--- src/rtl/hex_display_scanner_pkg.sv ---
// Shared types and defaults for the hex display scan controller.
// No logic: scan FSM state encoding, nibble type, default digit count.
package hex_display_pkg;

  typedef enum logic [1:0] {
    IDLE,
    SHOW,
    GAP
  } scan_state_t;

  typedef logic [3:0] nibble_t;

  localparam int DEFAULT_NUM_DIGITS = 4;

endpackage

--- src/rtl/hex_display_scanner_scan_timer.sv ---
// Loadable down-counter with terminal-count flag, shared by the SHOW and GAP phases.
// Latency: count updates one cycle after ld/clr; tc is decoded from the count register; no backpressure.
module scan_timer #(
  parameter int W = 4
) (
  input  logic         clk,
  input  logic         rst_n,
  input  logic         clr,
  input  logic         ld,
  input  logic [W-1:0] ld_val,
  output logic         tc
);

  logic [W-1:0] count;

  always_ff @(posedge clk or negedge rst_n) begin
    if (!rst_n) begin
      count <= '0;
    end else if (clr) begin
      count <= '0;
    end else if (ld) begin
      count <= ld_val;
    end else if (count != '0) begin
      count <= count - W'(1);
    end
  end

  assign tc = (count == '0);

endmodule

--- src/rtl/hex_display_scanner.sv ---
// Time-multiplexed N-digit hex scan controller with dead-time gaps and frame-boundary value updates.
// Latency: registered outputs, no input-to-output path; no backpressure. Option: HEX_SCAN_LEADING_ZERO_BLANK_EN.
module hex_display_scanner
  import hex_display_pkg::*;
#(
  parameter int NUM_DIGITS  = DEFAULT_NUM_DIGITS,
  parameter int REFRESH_DIV = 50000,
  parameter int GAP_CYCLES  = 2
) (
  input  logic                    clk,
  input  logic                    rst_n,
  input  logic                    enable,
  input  logic                    load,
  input  logic [4*NUM_DIGITS-1:0] value,
  output nibble_t                 nibble,
  output logic [NUM_DIGITS-1:0]   digit_sel,
  output logic                    blank,
  output logic                    frame_done
);

  localparam int MAXC = (REFRESH_DIV > GAP_CYCLES) ? REFRESH_DIV : GAP_CYCLES;
  localparam int CW = $clog2(MAXC + 1);
  localparam int IW = (NUM_DIGITS > 1) ? $clog2(NUM_DIGITS) : 1;
  localparam bit HAS_GAP = (GAP_CYCLES > 0);
  localparam logic [CW-1:0] SHOW_LD = CW'(REFRESH_DIV - 1);
  localparam logic [CW-1:0] GAP_LD = CW'((GAP_CYCLES > 0) ? GAP_CYCLES - 1 : 0);
  localparam logic [IW-1:0] LAST_IDX = IW'(NUM_DIGITS - 1);

  scan_state_t             state;
  logic [IW-1:0]           idx;
  logic [IW-1:0]           idx_nx;
  logic [IW-1:0]           show_idx;
  logic [4*NUM_DIGITS-1:0] active;
  logic [4*NUM_DIGITS-1:0] active_nx;
  logic [4*NUM_DIGITS-1:0] pending;
  logic                    pending_valid;
  logic                    tc;
  logic                    show_end;
  logic                    advance;
  logic                    wrap;
  logic                    frame_start;
  logic                    show_lit;
  logic                    tmr_ld;
  logic [CW-1:0]           tmr_val;
  nibble_t                 show_nib;

  always_comb begin
    show_end    = (state == SHOW) && tc;
    advance     = enable && ((show_end && !HAS_GAP) || ((state == GAP) && tc));
    wrap        = advance && (idx == LAST_IDX);
    frame_start = enable && ((state == IDLE) || wrap);
    idx_nx      = wrap ? '0 : idx + IW'(1);
    show_idx    = (state == IDLE) ? '0 : idx_nx;
    // The displayed value only ever changes here, at a frame start.
    active_nx   = active;
    if (frame_start) begin
      if (load) begin
        active_nx = value;
      end else if (pending_valid) begin
        active_nx = pending;
      end
    end
    show_nib = active_nx[{show_idx, 2'b00} +: 4];
`ifdef HEX_SCAN_LEADING_ZERO_BLANK_EN
    show_lit = (show_idx == '0) || (|(active_nx >> {show_idx, 2'b00}));
`else
    show_lit = 1'b1;
`endif
    tmr_ld  = enable && ((state == IDLE) || advance || show_end);
    tmr_val = (show_end && HAS_GAP) ? GAP_LD : SHOW_LD;
  end

  scan_timer #(
    .W(CW)
  ) u_timer (
    .clk   (clk),
    .rst_n (rst_n),
    .clr   (!enable),
    .ld    (tmr_ld),
    .ld_val(tmr_val),
    .tc    (tc)
  );

  always_ff @(posedge clk or negedge rst_n) begin
    if (!rst_n) begin
      state         <= IDLE;
      idx           <= '0;
      active        <= '0;
      pending       <= '0;
      pending_valid <= 1'b0;
      nibble        <= '0;
      digit_sel     <= '0;
      blank         <= 1'b1;
      frame_done    <= 1'b0;
    end else begin
      frame_done <= 1'b0;
      active     <= active_nx;
      if (load && !frame_start) begin
        pending       <= value;
        pending_valid <= 1'b1;
      end else if (frame_start && !load) begin
        pending_valid <= 1'b0;
      end

      if (!enable) begin
        state     <= IDLE;
        idx       <= '0;
        nibble    <= '0;
        digit_sel <= '0;
        blank     <= 1'b1;
      end else if ((state == IDLE) || advance) begin
        state      <= SHOW;
        idx        <= show_idx;
        nibble     <= show_nib;
        digit_sel  <= show_lit ? (NUM_DIGITS'(1) << show_idx) : '0;
        blank      <= !show_lit;
        frame_done <= wrap;
      end else if (show_end) begin
        // nibble is left alone so the decoder input stays stable through the gap.
        state     <= GAP;
        digit_sel <= '0;
        blank     <= 1'b1;
      end
    end
  end

endmodule

--- config.mk ---
export PLATFORM = sky130hd
export DESIGN_NAME = hex_display_scanner
export DESIGN_NICKNAME = d
export VERILOG_FILES = /design/src/rtl/hex_display_scanner_pkg.sv /design/src/rtl/hex_display_scanner_scan_timer.sv /design/src/rtl/hex_display_scanner.sv
export SDC_FILE = /design/constraint.sdc
export NUM_CORES = 1
export LEC_CHECK = 0
export CORE_ASPECT_RATIO = 0.6
export CORE_UTILIZATION = 30
export DETAILED_ROUTE_END_ITERATION = 6
export GPL_ROUTABILITY_DRIVEN = 0
export PLACE_DENSITY = 0.49
export SYNTH_ARGS = -nofsm -noshare
export SYNTH_HDL_FRONTEND = slang
export SYNTH_SLANG_ARGS = --single-unit
--- constraint.sdc ---
create_clock -name clk -period 6.8 [get_ports clk]
set_input_delay 1.36 -clock clk [delete_from_list [all_inputs] [get_ports clk]]
set_output_delay 1.36 -clock clk [all_outputs]
set_load 0.01 [all_outputs]
Yosys cells after proc, flatten, opt, wreduce, memory -nomap -nowiden:

Cells that the tools add are included.

* $add $sub $neg: 2
* equal/unequal tests: 6
* shifts and indexed selects: 2
* mux-type cells: 26
* reductions and logical operators: 17

Operator list (number)
* $mux W16: 7
* $mux W4: 5
* $logic_not A16 Y1: 1
* $reduce_bool A16 Y1: 1
* $shiftx A16 B5 Y4: 1
* $sub A16 B1 Y16 const B: 1
* $mux W2: 7
* $logic_and A1 B1 Y1: 8
* $mux W1: 7
* $ne A3 B1 Y1 const B: 2
* $eq A2 B2 Y1 const B: 2
* $shl A1 B2 Y4 const A: 1
* $logic_or A1 B1 Y1: 3
* $add A2 B1 Y2 const B: 1
* $eq A2 B1 Y1 const B: 1
* $logic_not A1 Y1: 2
* $logic_not A2 Y1: 1
* $ne A2 B1 Y1 const B: 1
* $reduce_bool A2 Y1: 1

* register bits: 63
* input bits: 20

Longest topological paths before layout:

Gate-level depths: netlist of the first run.

* depth after elaboration: 10
* mapped depth: 12
* mapped depth without buffers: 8

Cells and area by module:

Synthesis of the first run repeated with hierarchy kept, for this count alone.

* cell total of the unflattened synthesis: 326
* area, all modules: 3453.3 um^2

By module, submodules not included
* hex_display_scanner: instances 1, cells an instance 213, area each 2446.1 um^2, sequential area each 1177.4 um^2
* scan_timer: instances 1, cells an instance 113, area each 1007.2 um^2, sequential area each 400.4 um^2

Worst setup path after synthesis of the first run:

No wires, ideal clock.

* kind: in2reg
* start: input enable
* end: register pending[10]
* arrival: 2947 ps
* path slack: 3728 ps
* stages: 7
* buffers on the path: 3
* cell sequence: buf_2 > and2b_1 > nand2b_4 > ha_1 > clkbuf_1 > buf_1 > mux2_2

* longest elaborated chain between the ends: 6

RTL lines
* start: declaration: RTL line hex_display_scanner.sv:12 `input logic enable,`
* $logic_and A1 B1 Y1: RTL line hex_display_scanner.sv:49 `advance = enable && ((show_end && !HAS_GAP) || ((state == GAP) && tc));`
* $logic_and A1 B1 Y1: RTL line hex_display_scanner.sv:50 `wrap = advance && (idx == LAST_IDX);`
* $logic_or A1 B1 Y1: RTL line hex_display_scanner.sv:51 `frame_start = enable && ((state == IDLE) || wrap);`
* $logic_and A1 B1 Y1 (*): RTL line hex_display_scanner.sv:51
* $logic_not A1 Y1 (*): RTL line hex_display_scanner.sv:98 `if (load && !frame_start) begin`
* $logic_and A1 B1 Y1 (*): RTL line hex_display_scanner.sv:98
* end signal: assignment: RTL line hex_display_scanner.sv:99 `pending <= value;`
* end: declaration: RTL line hex_display_scanner.sv:35 `logic [4*NUM_DIGITS-1:0] pending;`

Mark *: on every way between the ends. The rest lies on a longest branch, timed or not.
A chain may end at the register's enable or synchronous reset.

Worst setup path after layout of the first run:

* start: input enable
* end: register active[15]

* longest elaborated chain between the ends: 5

RTL lines
* $logic_and A1 B1 Y1: RTL line hex_display_scanner.sv:49
* $logic_and A1 B1 Y1: RTL line hex_display_scanner.sv:50
* $logic_or A1 B1 Y1: RTL line hex_display_scanner.sv:51
* $logic_and A1 B1 Y1 (*): RTL line hex_display_scanner.sv:51
* $mux W16 (*): RTL line hex_display_scanner.sv:56 `if (frame_start) begin`
* net active_nx[15]: RTL line hex_display_scanner.sv:34 `logic [4*NUM_DIGITS-1:0] active_nx;`
* end signal: assignment: RTL line hex_display_scanner.sv:97 `active <= active_nx;`
* end: declaration: RTL line hex_display_scanner.sv:33 `logic [4*NUM_DIGITS-1:0] active;`

Mark *: on every way through the listed nets, which the timed path passes. The rest lies on a longest branch.

==> qor.txt, run 1 <==
DRT Pass-1 Iters -> 7
VDD IR max -> 0.0001498 V
worst min-delay path class -> reg -> reg
Antenna diodes -> 0
Slew Limit Fails -> 0
pin count of the biggest net entering global routing -> 64
critical-path cell list -> clkdlybuf4s50_1 -> buf_4 -> and2b_1 -> o21ai_0 -> nor2_1 -> o221a_2
worst reg2reg path startpoint -> u_timer.count[0]
GRT Total Usage -> 16.38%
# DRC -> 4
Max Fclk -> 296.0 MHz
CP arrival -> 3.65 ns
Setup TNS -> 0 ns
# port buffers -> 29
CTS H-tree lvls -> 3
main flop type after synthesis -> dfrtp_1
CTS sink cnt -> 63
#FFs+latches synth -> 63
CP Capture Type -> register
Tightest Pin Transition -> 1.002 ns
commonest non-fill, non-tap cell in the layout -> dfrtp_1
# rows -> 29
post-placement cell count -> 463
Setup Crit Path Kind -> in -> reg
Initial DRC Count -> 175
required time at the worst-slack endpoint -> 7.07 ns
Final #Nets -> 359
Tmin final -> 3.378 ns
Routed WL -> 8877 um
Setup Viol. Count Final -> 0
Clock Skew -> 0.008612 ns
first-pass GRT wire length -> 14300 um
die width -> 138.5 um
Post-synth EDFFs -> 0
worst r2r path cells -> 8
via count of the routed design -> 2582
Sequential Area -> 1578 um^2
CTS root buffer -> clkbuf_16
status -> finished with violations
antenna violations before repair -> 0
Clk Latency, worst-skew pair -> 0.33 ns
post-DP HPWL -> 6207 um
CP startpoint kind -> primary input
post-synth top area share -> 46.23%
Top delay family on crit path -> simple AND/OR/NAND/NOR gates
RSZ-0062 raised after global routing -> false
slowest CP cell -> nor2_1
CTS Hold Bufs -> 0
die area -> 11630 um^2
Slew HR -> 32.94%
vias in the first global route -> 2455
max_cap viols -> 0
hold endpoint -> pending[13]
most frequent cells in the layout -> 62 x dfrtp_1, 28 x clkdlybuf4s50_1, 25 x nor2_1
gr ovfl total -> 0
Synth area leaders -> dfrtp_1 46%, mux2_2 6.0%, mux2i_1 4.2%
Crit Path Max Fanout -> 29
WL/cell -> 18.53 um
Buf+Inv Stages, Crit Path -> 2
slowest stage delay, CP -> 0.78 ns
distinct cell type count after synthesis -> 58
Clock Path Buffers -> 2
area of the core -> 10740 um^2
CTS Buf Count -> 9
cell count after synthesis -> 315
post_cts resized -> 0
Hold Path Origin -> pending[13]
worst r2r dst -> pending[4]
Post-DRT Antenna Nets -> 0
Initial Utilization -> 31.24%
share of synthesized registers carrying an async set or reset -> 100.0%
fillers -> 1057
mapped cell area -> 3356 um^2
Post-Layout Cell Count -> 479
Post-Syn Nets -> 339
leakage power -> 1.590 nW
area leader, netlist -> dfrtp_1
reg-to-reg slack, setup -> 3.58 ns
crit share post-route -> 49.68%
Clk pin slew, worst setup/hold paths -> 0.06 ns
Yosys warning count -> 0
routed vias/inst -> 5.390
Hold Path Depth -> 1
failing checks -> design-rule violations
Pwr Density -> 285.7 nW/um^2
die height -> 83.93 um
IO Pins -> 30
# Post-CTS Setup Buffers -> 0
final hold vios -> 0
share of cells above drive strength 1 -> 17.06%
area grow syn2layout -> 20.84%
post-synthesis sequential area ratio -> 47.02%
CTS tree -> yes
area of the multi-input gates -> 1627 um^2
Avg Inst Size Synth -> 10.65 um^2
==> sequential cells by signal, summed over array words and instances, names as in the netlist <==
| signal | count |
|---|---|
| active | 16 |
| idx | 2 |
| nibble | 4 |
| state | 2 |
| digit_sel | 4 |
| pending_valid | 1 |
| pending | 16 |
| u_timer.count | 16 |
| blank | 1 |
| frame_done | 1 |
==> per-stage QoR <==
stage	instance area [um^2]	worst slack (ns)	util (%)	power (mW)	hold slack (ns)
floorplan	3356	3.728	-	0.5820	0.4739
global placement	3720	3.131	34.63	0.6474	0.4832
detailed placement	3720	3.061	34.63	0.6517	0.4963
CTS	4055	3.411	37.76	1.170	0.5081
global route	4055	3.263	37.76	1.214	0.5191
finish	4055	3.422	37.76	1.158	0.5012
==> cell type report <==
type,instances,area share (%)
clock buffer,13,6.665
sequential,63,38.91
multi-input combinational,220,40.11
tap,139,4.289
clock inverter,3,1.604
inverter,9,0.8331
timing repair buffer,32,7.590
==> cell usage after synthesis (all sizes together), types with 2 or more instances <==
cell type / number
buf: 9
o41ai: 2
clkbuf: 14
mux2i: 14
nand2b: 2
nand2: 14
a211oi: 2
nor4: 3
or3: 14
o221ai: 6
inv: 9
a21boi: 2
ha: 4
dfrtp: 62
o22ai: 7
mux2: 18
a221o: 4
nor2: 25
nor3: 13
nand3: 9
o21ai: 19
a32o: 2
xnor2: 5
o211ai: 2
nor2b: 3
o21a: 2
o31ai: 2
xor2: 3
a21oi: 9
a31oi: 3
nand4: 2
and4: 2
o221a: 11
o22a: 2
==> where the power goes <==
group / internal, mW / switching [mW]
sequential: 0.423 / 0.0471
clock: 0.350 / 0.162
combinational: 0.0925 / 0.0835
==> metal layers <==
layer | vias up | share of wire (%) | GRT usage (%)
met5 | - | 0 | 0
met4 | 0 | 0.56 | 4.699
met3 | 4 | 4.2 | 4.303
met2 | 54 | 38 | 20.07
met1 | 1296 | 57 | 26.56
li1 | 1228 | - | -
==> cell families (layout without fill, tap and decap cells) <==
logic type	count (synthesis)	count (layout)	synth area share, %
adder cells (fa/ha/maj)	4	4	1.491
multiplexers	32	32	10.22
buffers and inverters	32	57	4.511
flip-flops	63	63	47.02
AO/OA/AOI/OAI	82	82	18.75
XOR/XNOR	8	8	2.088
AND/OR/NAND/NOR	94	94	15.92
==> how the worst max path moves through the flow <==
stage                     startpoint           to  slack [ns]  depth (start not counted)
after floorplan               enable  pending[10]        3.73                          7
after global placement          load   pending[0]        3.13                          3
after CTS                     enable   active[11]        3.41                          6
final                         enable   active[15]        3.42                          6
after detailed placement      enable   active[13]        3.06                          6
after global routing            load  pending[15]        3.26                          3
Note: power is estimated with default switching activity, not from simulation.
==> run 2, diff against run 1 <==
Clock period 6.8 ns to 3.2 ns, I/O delays scaled along.
==> run 2 against run 1 <==
Global-route usage increased by 0.55 points. The run still ends with design-rule violations left. Die area unchanged. Highest routed layer unchanged. Clock power rose by 88%. Sequential share of layout area decreased by 0.45 points. Combinational power up 120%. Cell area rose by 1.2%. Clock skew fell by 0.0010 ns. Critical path type is now reg -> reg. Core utilization is 0.44 points higher. Cell count grew 2.5%. Sequential power increased by 110%. Power up 100%. Via count grew 3.4%.
==> qor.txt, run 2 (same netlist as run 1, synthesis figures left out) <==
# port buffers -> 29 (unchanged)
CTS root buffer -> clkbuf_16
die width -> 138.5 um (unchanged)
first-pass GRT wire length -> 14920 um (+4.3%)
WL/cell -> 18.41 um (-0.66%)
Setup Viol. Count Final -> 0 (unchanged)
final hold vios -> 0 (unchanged)
antenna violations before repair -> 0 (unchanged)
fillers -> 1062 (+0.47%)
via count of the routed design -> 2669 (+3.4%)
Final #Nets -> 371 (+3.3%)
routed vias/inst -> 5.436 (+0.84%)
Clock Path Buffers -> 2 (unchanged)
Post-Layout Cell Count -> 491 (+2.5%)
# Post-CTS Setup Buffers -> 0 (unchanged)
Post-DRT Antenna Nets -> 0 (unchanged)
pin count of the biggest net entering global routing -> 30 (-53%)
Tightest Pin Transition -> 0.6965 ns (-0.3057 ns)
post-route core utilization -> 38.20% (+0.44 points)
# DRC -> 4 (unchanged)
CTS tree -> yes
CTS Hold Bufs -> 0 (unchanged)
Overall Power -> 2.351 mW (+100%)
Crit Path Max Fanout -> 11 (-62%)
CP arrival -> 2.67 ns (-0.98 ns)
vias in the first global route -> 2538 (+3.4%)
# rows -> 29 (unchanged)
Initial DRC Count -> 202 (+15%)
placed standard-cell area -> 3810 um^2 (+2.4%)
Tmin final -> 2.456 ns
Slew Limit Fails -> 0 (unchanged)
max_cap viols -> 0 (unchanged)
commonest non-fill, non-tap cell in the layout -> dfrtp_1
post-placement cell count -> 475 (+2.6%)
final worst slack -> 0.7442 ns (-2.678 ns)
CTS Buf Count -> 9 (unchanged)
post_cts resized -> 0 (unchanged)
VDD IR max -> 0.0002688 V (+79%)
Clock Skew -> 0.007588 ns (-0.001024 ns)
IO Pins -> 30 (unchanged)
reg-to-reg slack, setup -> 0.74 ns (-2.84 ns)
die height -> 83.93 um (unchanged)
leakage power -> 1.624 nW (+2.1%)
area grow syn2layout -> 22.26%
Setup Crit Path Kind -> reg -> reg
required time at the worst-slack endpoint -> 3.41 ns (-3.66 ns)
most frequent cells in the layout -> 62 x dfrtp_1, 28 x clkdlybuf4s50_1, 25 x nor2_1
crit share post-route -> 76.74%
Setup TNS -> 0 ns (unchanged)
Routed WL -> 9039 um (+1.8%)
worst hold margin -> 0.3513 ns (-0.1498 ns)
Max Fclk -> 407.2 MHz
Initial Utilization -> 31.24% (unchanged)
largest registers -> active x16, pending x16, u_timer.count x16
post-DP HPWL -> 6692 um (+7.8%)
Slew HR -> 53.39% (+20 points)
status -> finished with violations
Clk pin slew, worst setup/hold paths -> 0.05 ns (about the same)
worst r2r path cells -> 7 (-1)
CP Capture Type -> register
area of the core -> 10740 um^2 (unchanged)
Pwr Density -> 573.0 nW/um^2 (+100%)
die area -> 11630 um^2 (unchanged)
share of cells above drive strength 1 -> 19.32% (+2.3 points)
Clk Latency, worst-skew pair -> 0.33 ns (about the same)
gr ovfl total -> 0 (unchanged)
Setup WS pre-CTS -> 0.7016 ns (-2.359 ns)
DRT Pass-1 Iters -> 7 (unchanged)
Final Cell Area -> 4103 um^2 (+1.2%)
GRT Total Usage -> 16.93% (+0.55 points)
CTS H-tree lvls -> 3 (unchanged)
Antenna diodes -> 0 (unchanged)
CP startpoint kind -> register
failing checks -> design-rule violations
CTS sink cnt -> 63 (unchanged)
RSZ-0062 raised after global routing -> false
worst min-delay path class -> in -> async
## run 2: cell types whose count changed in the layout (fill, tap and decap cells not counted)
cell	delta
clkbuf_8	-2
bufinv_16	-1
clkinvlp_4	+1
clkbuf_1	+2
buf_4	+12
## run 2: path summary, 6_finish.rpt
| check | startpoint | endpoint |
|---|---|---|
| min in group clk | pending[4] | pending[4] |
| max in group asynchronous | rst_n | blank |
| setup / recovery | u_timer.count[0] | active[6] |
| setup reg to reg | u_timer.count[0] | active[6] |
| hold reg to reg | pending[4] | pending[4] |
| hold / removal | rst_n | pending[9] |
## run 2: layout make-up
class / instances / area [um^2] / share of cell area [%]
timing repair buffer: 44 / 397.9 / 9.698
sequential: 63 / 1578 / 38.46
clock inverter: 3 / 42.54 / 1.037
inverter: 9 / 33.78 / 0.8234
tap: 139 / 173.9 / 4.239
clock buffer: 13 / 250.2 / 6.099
multi-input combinational: 220 / 1627 / 39.65
## run 2: where the power goes
group          switching [mW]  internal [mW]  leakage [nW]
Sequential             0.0954          0.898         0.774
Clock                   0.344          0.623         0.140
Combinational           0.185          0.205         0.710
## run 2: worst max-delay path, stage by stage (launching register included)
cell and delay (ns):
dfrtp_1 0.42, inv_1 0.10, ha_1 0.16, nor4b_2 0.30, and4_1 0.32, a21boi_4 0.11
nand3b_1 0.51, o221a_2 0.42
## run 2: metal layers
layer	share of wire, %	global-route usage, %	wire length, um	up-vias
li1	-	-	-	1248
met1	57	27.32	5108	1342
met2	36	19.98	3296	71
met3	6.0	4.991	542	8
met4	1.0	5.822	91	0
met5	0	0	0	-
